### src/rtl/alu_mp_pkg.sv
// Shared constants and types for the multi-precision ALU micro-sequencer.
package alu_mp_pkg;

  // ALU command encodings
  localparam logic [2:0] ALU_SHIFT = 3'b001;
  localparam logic [2:0] ALU_SUB   = 3'b110;
  localparam logic [2:0] ALU_PASS  = 3'b111;

  // ALU shift / inc-dec type selects
  localparam logic [2:0] SHR0 = 3'b000;
  localparam logic [2:0] SHRC = 3'b001;
  localparam logic [2:0] SHL0 = 3'b010;
  localparam logic [2:0] SHLC = 3'b011;
  localparam logic [2:0] DEC  = 3'b100;

  typedef enum logic [1:0] {
    OP_SUB16 = 2'b00,
    OP_SHL16 = 2'b01,
    OP_SHR16 = 2'b10,
    OP_RSVD  = 2'b11
  } op_e;

  typedef enum logic [2:0] {
    ST_IDLE   = 3'd0,
    ST_SUB_LO = 3'd1,
    ST_SUB_HI = 3'd2,
    ST_DEC_HI = 3'd3,
    ST_SH_A   = 3'd4,
    ST_SH_B   = 3'd5,
    ST_RESP   = 3'd6
  } state_e;

endpackage

### src/rtl/alu_mp_seq.sv
// Micro-sequencer that runs one 16-bit subtract or shift as a series of
// 8-bit steps on the shared ALU, chaining through the ALU carry/borrow bit.
module alu_mp_seq
  import alu_mp_pkg::*;
#(
  parameter int AMT_W = 4
) (
  input  logic             clk,
  input  logic             reset_n,
  input  logic             req_valid,
  output logic             req_ready,
  input  logic [1:0]       req_op,
  input  logic [15:0]      req_a,
  input  logic [15:0]      req_b,
  input  logic [AMT_W-1:0] req_amt,
  output logic [2:0]       alu_cmd,
  output logic [7:0]       alu_inA,
  output logic [7:0]       alu_inB,
  output logic             alu_sc_i,
  output logic [2:0]       alu_typesel,
  input  logic [7:0]       alu_rslt,
  input  logic             alu_sc_o,
  output logic             seq_busy,
  output logic             rsp_valid,
  input  logic             rsp_ready,
  output logic [15:0]      rsp_res,
  output logic             rsp_carry,
  output logic             rsp_zero,
  output logic             rsp_err
);

  state_e           state;
  state_e           state_nxt;
  op_e              op;
  logic [7:0]       a_hi, a_lo, b_hi, b_lo;
  logic [7:0]       res_hi, res_lo;
  logic [AMT_W-1:0] count;
  logic             borrow_lo;
  logic             bh;
  logic             c;
  logic             carry;
  logic             zero;
  logic             err;

  assign req_ready = (state == ST_IDLE);
  assign seq_busy  = (state != ST_IDLE) && (state != ST_RESP);
  assign rsp_valid = (state == ST_RESP);
  assign rsp_res   = {res_hi, res_lo};
  assign rsp_carry = carry;
  assign rsp_zero  = zero;
  assign rsp_err   = err;

  // State register
  always_ff @(posedge clk or negedge reset_n) begin
    if (!reset_n) state <= ST_IDLE;
    else          state <= state_nxt;
  end

  // Next-state selection: one ALU step per busy state
  always_comb begin
    state_nxt = state;
    case (state)
      ST_IDLE: begin
        if (req_valid) begin
          case (op_e'(req_op))
            OP_SUB16: state_nxt = ST_SUB_LO;
            OP_SHL16,
            OP_SHR16: state_nxt = (req_amt == '0) ? ST_RESP : ST_SH_A;
            default:  state_nxt = ST_RESP;
          endcase
        end
      end
      ST_SUB_LO: state_nxt = ST_SUB_HI;
      ST_SUB_HI: state_nxt = borrow_lo ? ST_DEC_HI : ST_RESP;
      ST_DEC_HI: state_nxt = ST_RESP;
      ST_SH_A:   state_nxt = ST_SH_B;
      // count still holds the pre-decrement value here
      ST_SH_B:   state_nxt = (count == AMT_W'(1)) ? ST_RESP : ST_SH_A;
      ST_RESP:   if (rsp_ready) state_nxt = ST_IDLE;
      default:   state_nxt = ST_IDLE;
    endcase
  end

  // ALU operand/command drive for the current step; pass-through when idle
  always_comb begin
    alu_cmd     = ALU_PASS;
    alu_inA     = 8'h00;
    alu_inB     = 8'h00;
    alu_sc_i    = 1'b0;
    alu_typesel = SHR0;
    case (state)
      ST_SUB_LO: begin
        alu_cmd = ALU_SUB;
        alu_inA = a_lo;
        alu_inB = b_lo;
      end
      ST_SUB_HI: begin
        alu_cmd = ALU_SUB;
        alu_inA = a_hi;
        alu_inB = b_hi;
      end
      ST_DEC_HI: begin
        alu_cmd     = ALU_SHIFT;
        alu_typesel = DEC;
        alu_inA     = res_hi;
      end
      ST_SH_A: begin
        alu_cmd = ALU_SHIFT;
        if (op == OP_SHL16) begin
          alu_typesel = SHL0;
          alu_inA     = res_lo;
        end else begin
          alu_typesel = SHR0;
          alu_inA     = res_hi;
        end
      end
      ST_SH_B: begin
        alu_cmd  = ALU_SHIFT;
        alu_sc_i = c;
        if (op == OP_SHL16) begin
          alu_typesel = SHLC;
          alu_inA     = res_hi;
        end else begin
          alu_typesel = SHRC;
          alu_inA     = res_lo;
        end
      end
      default: ;
    endcase
  end

  // Operand latch and per-step capture of ALU result and flags
  always_ff @(posedge clk or negedge reset_n) begin
    if (!reset_n) begin
      op        <= OP_SUB16;
      a_hi      <= 8'h00;
      a_lo      <= 8'h00;
      b_hi      <= 8'h00;
      b_lo      <= 8'h00;
      res_hi    <= 8'h00;
      res_lo    <= 8'h00;
      count     <= '0;
      borrow_lo <= 1'b0;
      bh        <= 1'b0;
      c         <= 1'b0;
      carry     <= 1'b0;
      zero      <= 1'b0;
      err       <= 1'b0;
    end else begin
      case (state)
        ST_IDLE: begin
          if (req_valid) begin
            op             <= op_e'(req_op);
            {a_hi, a_lo}   <= req_a;
            {b_hi, b_lo}   <= req_b;
            count          <= req_amt;
            // Shifts work in place on the result bytes; zero-step ops respond with A
            {res_hi, res_lo} <= req_a;
            carry          <= 1'b0;
            zero           <= (req_a == 16'h0000);
            err            <= (req_op == OP_RSVD);
          end
        end
        ST_SUB_LO: begin
          res_lo    <= alu_rslt;
          borrow_lo <= alu_sc_o;
        end
        ST_SUB_HI: begin
          res_hi <= alu_rslt;
          bh     <= alu_sc_o;
          carry  <= alu_sc_o;
          zero   <= ({alu_rslt, res_lo} == 16'h0000);
        end
        ST_DEC_HI: begin
          // Decrementing a zero high byte propagates the low borrow out
          res_hi <= alu_rslt;
          carry  <= bh | (res_hi == 8'h00);
          zero   <= ({alu_rslt, res_lo} == 16'h0000);
        end
        ST_SH_A: begin
          if (op == OP_SHL16) res_lo <= alu_rslt;
          else                res_hi <= alu_rslt;
          c <= alu_sc_o;
        end
        ST_SH_B: begin
          if (op == OP_SHL16) begin
            res_hi <= alu_rslt;
            zero   <= ({alu_rslt, res_lo} == 16'h0000);
          end else begin
            res_lo <= alu_rslt;
            zero   <= ({res_hi, alu_rslt} == 16'h0000);
          end
          carry <= alu_sc_o;
          count <= count - AMT_W'(1);
        end
        default: ;
      endcase
    end
  end

endmodule
### config.mk
export PLATFORM = sky130hd
export DESIGN_NAME = alu_mp_seq
export DESIGN_NICKNAME = d
export VERILOG_FILES = /design/src/rtl/alu_mp_pkg.sv /design/src/rtl/alu_mp_seq.sv
export SDC_FILE = /design/constraint.sdc
export NUM_CORES = 1
export LEC_CHECK = 0
export CAP_MARGIN = 20
export CORE_MARGIN = 1.5
export CORE_UTILIZATION = 45
export CTS_CLUSTER_SIZE = 25
export DETAILED_ROUTE_END_ITERATION = 12
export PLACE_DENSITY = 0.76
export SYNTH_ARGS = -nofsm -noshare
export SYNTH_HDL_FRONTEND = slang
export SYNTH_SLANG_ARGS = --single-unit
### constraint.sdc
create_clock -name clk -period 2.2 [get_ports clk]
set_clock_uncertainty 0.05 [all_clocks]
set_input_delay 0.22 -clock clk [delete_from_list [all_inputs] [get_ports clk]]
set_output_delay 0.22 -clock clk [all_outputs]
set_load 0.01 [all_outputs]
==> results of run 1 <==
==> what timing repair did <==
action                     CTS  global route
hold endpoints to repair    63             0
resized for setup           40            13
pin swaps                    2             1
setup endpoints to repair   19            13
hold buffers                 1             0
buffers inserted             4             4
==> through the flow <==
stage / instances / setup WS, ps
after global placement: 537 / -51.7
final: 562 / 61.0
after CTS: 558 / 0.343
after detailed placement: 537 / -134
after global routing: 562 / -3.35
after floorplan: 340 / 366
==> cell type report <==
type	count	area share, %
Multi-Input combinational cell	250	34.3
Sequential cell	63	32.8
Timing Repair Buffer	127	25.0
Clock buffer	13	3.30
Tap cell	99	2.57
Clock inverter	3	1.35
Inverter	7	0.572
==> kinds of logic after synthesis <==
group | share of synthesized area [%]
xor gates and xnor gates | 0.264
and+or+nand+nor | 21.9
muxes | 11.9
AOI/OAI and AO/OA | 12.4
adders and majority gates | 1.88
buffers and inverters | 4.30
DFF | 47.5
==> sequential cells by signal, indices dropped and copies added (netlist names) <==
register	count
count	4
rsp_zero	1
a_lo	8
rsp_carry	1
a_hi	8
b_lo	8
c	1
res_hi	8
b_hi	8
bh	1
op	2
res_lo	8
state	3
rsp_err	1
borrow_lo	1
==> worst max-delay path: cells and delay by family (launching register included) <==
family / cells / cell delay, ps
simple gates: 1 / 280
flops: 1 / 480
buf+inv: 2 / 770
==> cell usage after synthesis (4+ instances only) <==
library cell,number
a21oi_1,7
a221o_1,8
a22o_1,16
and2_1,5
buf_2,4
clkbuf_1,11
dfrtp_1,63
ha_1,5
inv_1,6
mux2_2,35
nand2_1,108
nand3_1,4
nor2_1,8
nor3_1,4
nor4_1,4
o21ai_0,9
or4_1,7
==> worst paths after layout <==
check	start	to	slack, ps	depth (start not counted)
min in group clk	req_b[15]	b_hi[7]$_DFFE_PN0P_	360	3
min reg2reg	b_hi[1]$_DFFE_PN0P_	b_hi[1]$_DFFE_PN0P_	430	2
max reg2reg	state[1]$_DFFE_PN0P_	a_hi[4]$_DFFE_PN0P_	150	5
max in group asynchronous	reset_n	state[1]$_DFFE_PN0P_	1420	3
min	reset_n	count[1]$_DFFE_PN0P_	360	3
max	state[1]$_DFFE_PN0P_	req_ready	60	3
==> placed cells by master, fill, tap and decap left out, drive strengths merged, types with 5 or more instances in the layout <==
master and n:
nand2 108, clkdlybuf4s50 75, dfrtp 63, mux2 35
buf 32, clkbuf 20, a22o 16, o21ai 10
dlygate4sd2 9, a221o 9, nor2 9, or4 9
a21oi 7, inv 6, ha 5, and2 5
==> power by group through the flow <==
stage / combinational [mW] / clock (mW) / sequential, mW
final: 3.60 / 1.14 / 2.17
after global routing: 3.92 / 1.22 / 2.24
after CTS: 3.61 / 1.16 / 2.16
after detailed placement: 3.56 / 0 / 2.15
after global placement: 3.47 / 0 / 2.13
after floorplan: 1.96 / 0 / 2.11
==> layer usage <==
layer | wire length (um) | global-route usage, %
met5 | 0 | 0
met4 | 244 | 12.8
met3 | 471 | 5.36
met2 | 4470 | 37.5
met1 | 4050 | 31.0
==> results.toml, run 1 <==
[power_and_ir_drop]
p_int_mw = 4.42
power.share.sequential_pct = 31.4
pwr-share-comb_pct = 52.1
peakVddDrop_v = 0.000669
power_density_nw_per_um2 = 1440
power.share.clock_pct = 16.5
p_total_mw = 6.92
switchingPower_mw = 2.49
p_sw_share_pct = 36.0
power.leakage_nw = 2.27

[clock_tree]
clkLatencyLatePin_ps = 340
clkSinkCount = 63
cts_buffer_depth = 2
cts_tree = "built"
numCtsBuffers = 9
cts-root-buf = "clkbuf_8"
cts.htree.levels = 3
clkTransAtPathRegs_ps = 70

[routing]
initialDrtViolationCount = 170
num_vias = 3037
drt_wl_total_um = 9240
routedWlPerCell_um = 16.4
drc_errors = 0
final_antenna_net_count = 0
viasPerCell = 5.40
drtPass1Iterations = 4

[placed_design]
gp_congestion = 0.950
hpwl_um = 6600
portBuffers = 95
place_area_sq_um = 4480

[floorplanning]
fp.dieH_um = 88.9
initial_core_util_pct = 46.0
dieArea_sq_um = 7900
rows = 31
ios = 96
die_w_um = 88.9
core_area_sq_um = 7210

[grt]
gr-total-overflow = 0
grt_pass1_wl_um = 14000
antenna_found_initial = 0
grt_pass1_vias = 2883
grt.total_usage_pct = 23.9
grt_max_degree = 64

[sta]
setup_viol_count_final = 0
fmax_mhz = 468
slew_headroom_pct = 67.7
tightest_slew_ps = 484
tns_ps = 0
hold_violations = 0
slew_viol_final = 0
finalCritPeriodShare_pct = 97.2
fin_crit_ps = 2140
whs_ps = 357

[setup_path]
crit_path_cell_trace = "buf_4 -> nor3_1 -> clkdlybuf4s50_1"
cp_max_fo = 9
slowest_delay_ps = 590
crit_slowest_cell = "clkdlybuf4s50_1"
worstSetupStartpointType = "flop"
cp.arrival_ps = 1870
end_kind = "primary output"
path_class = "flop to primary output"
crit_required_ps = 1930

[finish]
postLayoutCoreUtil_pct = 66.7
final_layout_size_suffix_gt1_share_pct = 24.4
fin_nets = 514
antenna_cells = 0
multi_input_area_sq_um = 1650
fin_area_sq_um = 4810
area_growth_pct = 45.0
regArea_sq_um = 1580
num-fill-cells = 615

[synthesis]
postSynthAreaPerCell_sq_um = 9.77
yosys.area.top_type_share_pct = 47.5
synth.top_cells.by_area = "dfrtp_1 (47%), nand2_1 (12%), mux2_2 (12%)"
syn-cell-area_sq_um = 3320
synth_cells = 340
yosys_warnings = 0
syn_nets = 396
async_flop_share_pct = 100
synth_seq_cells = 63
synth-edff-count = 0
synth_cell_type_count = 44
synth-main-ff-cell = "dfrtp_1"
yosysTopAreaCell = "dfrtp_1"
yosysSeqAreaShare_pct = 47.5

[status]
status = "finished, final reports clean"

[min_path]
min_path_type = "input port to async pin"

[job]
max-cap-violations = 0
(Power assumes the default switching activity.)
==> inputs of run 2 (changes only) <==
--- a/config.mk
+++ b/config.mk
@@ -10,7 +10,9 @@
 export CORE_UTILIZATION = 45
 export CTS_CLUSTER_SIZE = 25
 export DETAILED_ROUTE_END_ITERATION = 12
+export GPL_TIMING_DRIVEN = 0
 export PLACE_DENSITY = 0.76
+export SLEW_MARGIN = 20
 export SYNTH_ARGS = -nofsm -noshare
 export SYNTH_HDL_FRONTEND = slang
 export SYNTH_SLANG_ARGS = --single-unit
==> results.toml, run 2 (synthesis results as in run 1) <==
[sta]
tightest_slew_ps = 591
hold_violations = 0
fmax_mhz = 445
setup_viol_count_final = 5
rsz0062_at_grt = "true"
slew_headroom_pct = 60.6
whs_ps = 219
fin_crit_ps = 2250
slew_viol_final = 0
fin_ws_ps = -46.9
tns_ps = -103
finalCritPeriodShare_pct = 102

[setup_path]
cp.arrival_ps = 1980
crit_required_ps = 1930
worstReg2RegStart = "state[0]$_DFFE_PN0P_"
worstSetupStartpointType = "flop"
crit_top_cell = "buf_6"
cp_max_fo = 5
end_kind = "primary output"
crit_slowest_cell = "dfrtp_2"
critPathLaunch = "state[1]$_DFFE_PN0P_"
slowest_delay_ps = 450
path_class = "flop to primary output"
crit_path_cell_trace = "buf_8 -> and3b_2 -> o21bai_4 -> buf_6 -> a221o_2 -> buf_6"

[routing]
drc_errors = 0
initialDrtViolationCount = 242
num_vias = 3115
final_antenna_net_count = 0
routedWlPerCell_um = 18.0
drt_wl_total_um = 10300
viasPerCell = 5.44
drtPass1Iterations = 5

[floorplanning]
die_w_um = 88.9
ios = 96
core_area_sq_um = 7210
fp.dieH_um = 88.9
initial_core_util_pct = 46.0
dieArea_sq_um = 7900
rows = 31

[finish]
multi_input_area_sq_um = 1680
fin_area_sq_um = 4850
layout.cells.non_filler = 573
area_growth_pct = 46.2
postLayoutCoreUtil_pct = 67.3
final_common_cell = "nand2_1"
num-fill-cells = 588
antenna_cells = 0
final_layout_size_suffix_gt1_share_pct = 25.7
fin_nets = 525
final_cell_mix = "nand2_1 (108), clkdlybuf4s50_1 (71), dfrtp_1 (61)"
regArea_sq_um = 1580

[power_and_ir_drop]
peakVddDrop_v = 0.000729
p_total_mw = 6.93
power_density_nw_per_um2 = 1430
power.leakage_nw = 2.31

[status]
status = "finished, violations left"
failed_checks = "negative setup slack"

[clock_tree]
clkTransAtPathRegs_ps = 80
clkSinkCount = 63
cts_buffer_depth = 2
cts.htree.levels = 3
cts-root-buf = "clkbuf_8"
cts_tree = "built"
numCtsBuffers = 9
clkLatencyLatePin_ps = 350

[placed_design]
gp_congestion = 0.960
place_area_sq_um = 4420
hpwl_um = 7080
portBuffers = 95
dpl.cell_count = 535
place_ws_ps = -409

[grt]
grt_max_degree = 51
grt.total_usage_pct = 26.6
grt_pass1_wl_um = 15600
grt_pass1_vias = 3015
gr-total-overflow = 0
antenna_found_initial = 0

[min_path]
min_path_type = "input port to async pin"

[job]
max-cap-violations = 0
[run 2: changes by cell type in the layout (fill, tap and decap cells not counted), sizes merged, moves of 2 or more]
| cell | before | now |
|---|---|---|
| dlymetal6s2s | 2 | 5 |
| buf | 32 | 42 |
| clkinvlp | 0 | 3 |
| bufinv | 2 | 0 |
| clkdlybuf4s50 | 75 | 71 |
[run 2: final timing paths]
check	to	slack, ps	cells past startpoint
worst max-delay path	alu_inA[4]	-50	6
worst min-delay path	count[0]$_DFFE_PN0P_	220	2
worst max register to register	res_lo[5]$_DFFE_PN0P_	20	6
worst min register to register	rsp_err$_DFFE_PN0P_	430	2
max in group asynchronous	a_lo[6]$_DFFE_PN0P_	1360	3
min in group clk	b_hi[3]$_DFFE_PN0P_	340	3
[run 2: power by group]
group / total [mW] / switching, mW / internal (mW)
sequential: 2.15 / 0.433 / 1.72
clock: 0.933 / 0.491 / 0.442
combinational: 3.85 / 1.78 / 2.07
[run 2: layout make-up]
cell class / instances / share of cell area, %
buffer: 18 / 2.53
timing repair buffer: 120 / 23.4
clock buffer: 10 / 2.84
clock inverter: 6 / 0.928
tap: 99 / 2.55
inverter: 7 / 0.644
multi-input combinational: 250 / 34.6
sequential: 63 / 32.5
[run 2: critical path: cells and delay by family, from the launching register on]
family          cells  cell delay [ps]
compound gates      2              540
flops               1              450
buf+inv             3              400
simple gates        1              230
[run 2: what timing repair did]
action | CTS | global route
pin swaps | 6 | 3
cloned | 0 | 0
setup endpoints to repair | 21 | 57
buffers inserted | 18 | 5
gates resized for setup | 65 | 18
endpoints found under the hold margin | 63 | 0
hold buffers | 1 | 0
[run 2: metal layers]
| layer | vias up | track usage, % | share of wire, % |
|---|---|---|---|
| met3 | 21 | 5.36 | 6.6 |
| met5 | - | 0 | 0 |
| met4 | 0 | 8.66 | 1.9 |
| li1 | 1446 | - | - |
| met1 | 1515 | 34.9 | 41 |
| met2 | 133 | 44.5 | 51 |
==> inputs of run 3 (changes only) <==
--- a/config.mk
+++ b/config.mk
@@ -12,6 +12,7 @@
 export DETAILED_ROUTE_END_ITERATION = 12
 export GPL_TIMING_DRIVEN = 0
 export PLACE_DENSITY = 0.76
+export SKIP_LAST_GASP = 1
 export SLEW_MARGIN = 20
 export SYNTH_ARGS = -nofsm -noshare
 export SYNTH_HDL_FRONTEND = slang
==> results.toml, run 3 (synthesis results as in run 1) <==
[routing]
drtPass1Iterations = 4
viasPerCell = 5.46
final_antenna_net_count = 0
drt_wl_total_um = 10100
routedWlPerCell_um = 17.6
initialDrtViolationCount = 217
drc_errors = 0
num_vias = 3114

[floorplanning]
ios = 96
fp.dieH_um = 88.9
initial_core_util_pct = 46.0
core_area_sq_um = 7210
rows = 31
die_w_um = 88.9
dieArea_sq_um = 7900

[power_and_ir_drop]
power.share.sequential_pct = 31.4
power.leakage_nw = 2.21
p_int_mw = 4.19
pwr-share-comb_pct = 55.0
peakVddDrop_v = 0.000729
power_density_nw_per_um2 = 1420
switchingPower_mw = 2.66
power.share.clock_pct = 13.6
p_sw_share_pct = 38.8

[setup_path]
end_kind = "primary output"
crit_required_ps = 1930
cp.arrival_ps = 2130
worstSetupStartpointType = "flop"
path_class = "flop to primary output"
cp_max_fo = 10

[sta]
setup_viol_count_final = 13
fin_crit_ps = 2400
finalCritPeriodShare_pct = 109
fmax_mhz = 417
hold_violations = 0
rsz0062_at_grt = "true"
tightest_slew_ps = 549
slew_viol_final = 0
fin_ws_ps = -198
whs_ps = 217
slew_headroom_pct = 63.4

[finish]
fin_nets = 522
final_common_cell = "nand2_1"
fin_area_sq_um = 4820
final_cell_mix = "nand2_1 (108), clkdlybuf4s50_1 (83), dfrtp_1 (61)"
regArea_sq_um = 1580
layout.cells.non_filler = 570
multi_input_area_sq_um = 1670
antenna_cells = 0
num-fill-cells = 588
area_growth_pct = 45.2
final_layout_size_suffix_gt1_share_pct = 25.5

[clock_tree]
cts.htree.levels = 3
numCtsBuffers = 9
cts-root-buf = "clkbuf_8"
cts_buffer_depth = 2
cts_tree = "built"
clkSinkCount = 63
clkLatencyLatePin_ps = 350
clkTransAtPathRegs_ps = 80

[status]
status = "finished, violations left"
failed_checks = "negative setup slack"

[grt]
antenna_found_initial = 0
grt.total_usage_pct = 26.4
gr-total-overflow = 0
busiest_layer = "met2"
grt_max_degree = 51
met2_usage_pct = 43.4
use_met1_pct = 35.0
grt_pass1_vias = 2995
grt_pass1_wl_um = 15500
gr-usage-met3_pct = 5.36

[placed_design]
dpl.cell_count = 535
place_ws_ps = -409
portBuffers = 95
hpwl_um = 7080
gp_congestion = 0.960
place_area_sq_um = 4420

[job]
max-cap-violations = 0

[min_path]
min_path_type = "input port to async pin"
[run 3: power groups by stage]
stage               combinational [mW]  clock [mW]  sequential [mW]
floorplan                         1.96           0             2.11
global placement                  3.37           0             2.12
detailed placement                3.45           0             2.14
CTS                               3.66       0.942             2.14
global route                      4.06       0.992             2.22
finish                            3.77       0.934             2.15
[run 3: routing by layer]
layer	vias to the layer above	share of wire (%)
met3	22	5.5
met1	1525	42
li1	1442	-
met2	125	50
met5	-	0
met4	0	2.4
[run 3: critical path, cell delays in order (launching register included)]
cell	delay (ps)
dfrtp_1	380
buf_6	130
buf_6	130
nor3b_4	250
buf_6	180
a22o_1	160
clkdlybuf4s50_1	540
[run 3: path summary, 6_finish.rpt]
check                                      from               endpoint  slack (ps)  depth (start not counted)
setup / recovery           state[2]$_DFFE_PN0P_             alu_inB[5]        -200                          6
hold / removal                          reset_n   count[0]$_DFFE_PN0P_         220                          2
setup reg to reg           state[1]$_DFFE_PN0P_   count[2]$_DFFE_PN0P_          90                          6
hold reg to reg             rsp_err$_DFFE_PN0P_    rsp_err$_DFFE_PN0P_         430                          2
max in group asynchronous               reset_n  res_lo[0]$_DFFE_PN0P_        1380                          3
min in group clk                      req_b[13]    b_hi[5]$_DFFE_PN0P_         340                          3
[run 3: timing repair]
| action | 4_1_cts | 5_1_grt |
|---|---|---|
| gates resized for setup | 53 | 15 |
| endpoints found under the hold margin | 63 | 0 |
| setup buffers | 18 | 3 |
| endpoints found under the setup margin | 21 | 50 |
| pin swaps | 6 | 3 |
| hold buffers | 1 | 0 |
[run 3: layout make-up]
cell class / count / area share, %
multi-input cells: 250 / 34.6
flip-flops and latches: 63 / 32.8
repair buffers: 118 / 23.1
clock buffers: 10 / 2.85
well taps: 99 / 2.57
plain buffers: 17 / 2.47
clock inverters: 6 / 0.934
inverters: 7 / 0.649
[run 3: metrics by stage]
step	power, mW	TNS [ps]	utilization [%]
global placement	5.50	-84020	60.9
floorplan	4.07	0	-
detailed placement	5.60	-6870	61.3
CTS	6.74	-2040	66.3
finish	6.85	-1560	66.8
global route	7.27	-2700	66.8
